$ cat src/rtl/uart_pkg.sv
// Shared UART definitions: receiver state encodings and the default bit period.
package uart_pkg;

  localparam int UART_CLKS_PER_BIT = 217;

  typedef enum logic [2:0] {
    ST_IDLE    = 3'd0,
    ST_START   = 3'd1,
    ST_DATA    = 3'd2,
    ST_STOP    = 3'd3,
    ST_RECOVER = 3'd4
  } uart_rx_state_e;

endpackage

$ cat src/rtl/uart_rx_sync.sv
// Two-flop synchronizer for the asynchronous serial line; resets to the idle level (1).
module uart_rx_sync (
  input  logic i_clk,
  input  logic i_rst,
  input  logic async_i,
  output logic sync_o
);

  logic meta_q;
  logic sync_q;

  always_ff @(posedge i_clk or negedge i_rst) begin
    if (!i_rst) begin
      meta_q <= 1'b1;
      sync_q <= 1'b1;
    end else begin
      meta_q <= async_i;
      sync_q <= meta_q;
    end
  end

  assign sync_o = sync_q;

endmodule

$ cat src/rtl/uart_rx.sv
// 8N1 UART receiver: mid-bit sampling, framing-error detection and break recovery.
module uart_rx
  import uart_pkg::*;
#(
  parameter int CLKS_PER_BIT = UART_CLKS_PER_BIT
) (
  input  logic       i_clk,
  input  logic       i_rst,
  input  logic       i_rx_serial,
  output logic       o_rx_dv,
  output logic [7:0] o_rx_byte,
  output logic       o_rx_frame_err,
  output logic       o_rx_busy
);

  localparam int CW = $clog2(CLKS_PER_BIT);
  localparam logic [CW-1:0] CNT_LAST = CW'(CLKS_PER_BIT - 1);
  localparam logic [CW-1:0] CNT_HALF = CW'((CLKS_PER_BIT - 1) / 2);

  logic           rx_sync;
  uart_rx_state_e state_q;
  logic [CW-1:0]  cnt_q;
  logic [2:0]     idx_q;
  logic [7:0]     shift_q;
  logic [7:0]     byte_q;
  logic           dv_q;
  logic           ferr_q;

  uart_rx_sync u_sync (
    .i_clk   (i_clk),
    .i_rst   (i_rst),
    .async_i (i_rx_serial),
    .sync_o  (rx_sync)
  );

  always_ff @(posedge i_clk or negedge i_rst) begin
    if (!i_rst) begin
      state_q <= ST_IDLE;
      cnt_q   <= '0;
      idx_q   <= '0;
      shift_q <= '0;
      byte_q  <= '0;
      dv_q    <= 1'b0;
      ferr_q  <= 1'b0;
    end else begin
      dv_q   <= 1'b0;
      ferr_q <= 1'b0;
      case (state_q)
        ST_IDLE: begin
          cnt_q <= '0;
          idx_q <= '0;
          if (!rx_sync) state_q <= ST_START;
        end
        ST_START: begin
          // Re-check the start bit at its centre; a short low pulse is a glitch.
          if (cnt_q == CNT_HALF) begin
            cnt_q <= '0;
            if (!rx_sync) state_q <= ST_DATA;
            else          state_q <= ST_IDLE;
          end else begin
            cnt_q <= cnt_q + CW'(1);
          end
        end
        ST_DATA: begin
          if (cnt_q == CNT_LAST) begin
            cnt_q          <= '0;
            shift_q[idx_q] <= rx_sync;
            if (idx_q == 3'd7) state_q <= ST_STOP;
            else               idx_q   <= idx_q + 3'd1;
          end else begin
            cnt_q <= cnt_q + CW'(1);
          end
        end
        ST_STOP: begin
          if (cnt_q == CNT_LAST) begin
            cnt_q <= '0;
            if (rx_sync) begin
              byte_q  <= shift_q;
              dv_q    <= 1'b1;
              state_q <= ST_IDLE;
            end else begin
              ferr_q  <= 1'b1;
              state_q <= ST_RECOVER;
            end
          end else begin
            cnt_q <= cnt_q + CW'(1);
          end
        end
        ST_RECOVER: begin
          // Hold here through a break so it reports only one framing error.
          if (rx_sync) state_q <= ST_IDLE;
        end
        default: state_q <= ST_IDLE;
      endcase
    end
  end

  assign o_rx_dv        = dv_q;
  assign o_rx_byte      = byte_q;
  assign o_rx_frame_err = ferr_q;
  assign o_rx_busy      = (state_q != ST_IDLE);

endmodule

$ cat config.mk
export PLATFORM = sky130hd
export DESIGN_NAME = uart_rx
export DESIGN_NICKNAME = d
export VERILOG_FILES = /design/src/rtl/uart_pkg.sv /design/src/rtl/uart_rx_sync.sv /design/src/rtl/uart_rx.sv
export SDC_FILE = /design/constraint.sdc
export NUM_CORES = 1
export LEC_CHECK = 0
export ABC_AREA = 0
export BUFFER_PORTS_ARGS = -buffer_cell sky130_fd_sc_hd__clkbuf_2
export CELL_PAD_IN_SITES_DETAIL_PLACEMENT = 1
export CELL_PAD_IN_SITES_GLOBAL_PLACEMENT = 2
export CORE_ASPECT_RATIO = 1.25
export CORE_MARGIN = 1
export CORE_UTILIZATION = 39
export DETAILED_ROUTE_END_ITERATION = 6
export PLACE_DENSITY = 0.78
export SYNTH_ARGS = -nofsm -noshare
export SYNTH_HDL_FRONTEND = slang
export SYNTH_SLANG_ARGS = --single-unit
$ cat constraint.sdc
create_clock -name i_clk -period 2.4 [get_ports i_clk]
set_clock_uncertainty 0.2 [all_clocks]
set_input_delay 0.48 -clock i_clk [delete_from_list [all_inputs] [get_ports i_clk]]
set_output_delay 0.48 -clock i_clk [all_outputs]
set_load 0.02 [all_outputs]
==> impl_metrics.ini <==
[status]
status = complete, no violations

[drt]
detail_route.wirelength_um = 3410
drtIter0Drc = 38
firstDrtPassIters = 3
drc = 0
ant_nets = 0
detail_route.vias_per_cell = 5.21
wl_per_cell_um = 15.7
vias = 1131

[cells_and_area]
finish.instance_area_um2 = 1900
fillers = 470
diodes = 0
final_cell_count_no_fill = 217
layout_common_cells = dfrtp_1 (32), nor2_1 (15), clkbuf_2 (13)
final_common_cell = dfrtp_1
synthToLayoutAreaGrowth_pct = 14.3
nets = 167
layout-drive-gt1-share_pct = 26.7

[worst_setup_path]
crit_arrival_ns = 2.10
cp-endpoint = o_rx_byte[1]$_DFFE_PN0P_
critPathMaxStageDelay_ns = 0.42
cp-start-kind = flop
rr_startpoint = cnt_q[0]$_DFFE_PN0P_
cpMostUsedCell = and3_4
critPathSlowestCell = dfrtp_1
reg2reg_setup_slack_ns = 0.27
cp_max_fo = 10
rr_endpoint = o_rx_byte[1]$_DFFE_PN0P_
cp_data_required_time_ns = 2.36
ff2ff_path_depth = 6
cp_cell_sequence = inv_1 > ha_1 > and4b_4 > and3_4 > and3_4 > mux2_4
timing.critical_path.from = cnt_q[0]$_DFFE_PN0P_
setup.worst_path.end_class = flop
path_class = flop to flop

[logic_synthesis]
muxShareOfSynthArea_pct = 13.2
synthXorXnorAreaFrac_pct = 3.17
yosys-top-cells-area = dfrtp_1 (48%), mux2_4 (7.2%), mux2_1 (4.8%)
yosysWarnings = 0
syn_nets = 150
synth-compound-area-share_pct = 6.57
synth_top_family_by_area = simple AND/OR/NAND/NOR gates
avgSynthCellArea_um2 = 11.6
synth_seq_cells = 34
synthDistinctLibCells = 39
synthSimpleGateAreaFrac_pct = 18.6
synth_area_leader_cell = dfrtp_1
syn_inst = 143
synth_top_cell_area_share_pct = 48.3
netlist_area_um2 = 1660
ys_seq_area_share_pct = 51.5
synthAdderAreaFrac_pct = 3.02

[placed_design]
place_congestion = 0.737
io_buffers = 13
post-place-cells = 209
place_area_um2 = 1780
hpwl_um = 2560

[min_path]
worstHoldStart = i_rx_serial
hold_depth = 1
hp-class = primary input to flop

[die]
rows = 26
chipWidth_um = 60.3
die_h_um = 74.9
dieArea_um2 = 4520
ios = 14
core-area_um2 = 4070
initial_core_util_pct = 40.8

[timing]
rsz0062_at_grt = no
finalHoldViolations = 0
worst_pin_slew_ns = 0.845
fin_setup_tns_ns = 0
setup_viol = 0
period_share_pct = 88.9
clock.fmax_mhz = 469
maxSlewViolCount = 0
fin_crit_ns = 2.13
relSlewSlack_pct = 43.6

[cts]
worstSkewPairLatency_ns = 0.29
clock-sinks = 34
clk_path_buf_depth = 2
cts_inserted_buffers = 5
h-tree-depth = 2
cts-root-buf = clkbuf_8
hold_buffers = 0
cts_tree = built
clkSlewWorstSetupHoldPaths_ns = 0.07

[grt]
grt_usage_pct = 17.6
grt_max_degree = 35
overflow = 0
grt_pass1_wl_um = 5700
grt_antenna_before_repair = 0
grt_pass1_vias = 1169

[power_and_ir_drop]
p_leak_nw = 0.885
peakVddDrop_v = 0.000229
p_per_area_nw_per_um2 = 582

[job]
maxCapViolations = 0
-- worst max-delay path, delay by kind of cell (launching register included) --
kind                       cells  cell delay (ns)
DFF                            1             0.42
muxes                          1             0.32
adders and majority gates      1             0.18
and+or+nand+nor                3             0.80
buffers and inverters          1             0.09
-- cell type report --
class	instances	area, um2	share of cell area, %
clock inverter	3	40.0	2.11
clock buffer	5	68.8	3.63
tap	56	70.1	3.70
multi-input combinational	96	746	39.3
inverter	6	22.5	1.19
sequential	34	853	45.0
timing repair buffer	17	95.1	5.02
-- stage by stage --
stage | power, mW | worst slack (ns) | hold WS, ns | util [%]
detailed placement | 0.604 | 0.196 | 0.147 | 43.8
global placement | 0.603 | 0.244 | 0.146 | 43.8
CTS | 1.12 | 0.180 | 0.0630 | 46.5
finish | 1.10 | 0.267 | 0.0715 | 46.6
floorplan | 0.590 | 0.331 | -0.0156 | -
global route | 1.15 | 0.0904 | 0.0590 | 46.6
-- layer usage --
| layer | GRT usage [%] | share of wire [%] | vias to the layer above |
|---|---|---|---|
| met5 | 0 | 0 | - |
| met4 | 8.53 | 2.3 | 0 |
| met3 | 4.81 | 2.8 | 7 |
| met2 | 29.7 | 53 | 16 |
| met1 | 20.5 | 42 | 565 |
| li1 | - | - | 543 |
-- cells by family (layout without fill, tap and decap cells) --
logic type	count (synthesis)	after routing
and+or+nand+nor	55	55
AOI/OAI and AO/OA	14	14
xor gates and xnor gates	6	6
buffers and inverters	13	31
DFF	34	34
adders and majority gates	4	4
muxes	17	17
-- state kept, by name, summed over array words and instances (netlist names), 3 cells and up --
signal	count
state_q	3
o_rx_byte	8
idx_q	3
shift_q	8
cnt_q	8
-- what timing repair did --
item,CTS,global route
setup endpoints to repair,0,1
gates resized for setup,0,1
setup buffers,0,0
-- cell usage after synthesis --
master / instances
dfrtp_1: 32
nor2_1: 15
nand3_1: 10
mux2_4: 8
mux2_1: 7
nand2_1: 6
inv_1: 5
clkbuf_1: 4
ha_1: 4
nand4_1: 4
nand4b_1: 4
a21oi_1: 3
nor3_1: 3
xnor2_1: 3
xor2_1: 3
and3_1: 2
and3_4: 2
buf_6: 2
dfstp_2: 2
mux2i_1: 2
nor2b_1: 2
nor4_1: 2
o211ai_1: 2
a21o_1: 1
a221oi_2: 1
a22oi_1: 1
a31oi_1: 1
and4b_4: 1
buf_2: 1
inv_2: 1
nand2b_1: 1
nor3_2: 1
nor4b_1: 1
o221ai_1: 1
o22ai_1: 1
o31ai_1: 1
o41a_1: 1
o41ai_1: 1
or2_2: 1
-- where the power goes --
group | switching [mW] | total, mW | leakage, nW | internal [mW]
clock network | 0.205 | 0.510 | 0.0579 | 0.305
logic | 0.0119 | 0.0137 | 0.373 | 0.00176
registers | 0.00261 | 0.579 | 0.453 | 0.576
total | 0.219 | 1.10 | 0.885 | 0.883
-- how the worst min path moves through the flow --
stage,end,slack (ns)
2_1_floorplan,cnt_q[0]$_DFFE_PN0P_,-0.02
3_3_place_gp,u_sync.sync_o$_DFF_PN1_,0.15
3_5_place_dp,u_sync.sync_o$_DFF_PN1_,0.15
4_1_cts,u_sync.meta_q$_DFF_PN1_,0.06
5_1_grt,u_sync.meta_q$_DFF_PN1_,0.06
6_report,u_sync.meta_q$_DFF_PN1_,0.07
Note: power is estimated with default switching activity, not from simulation.
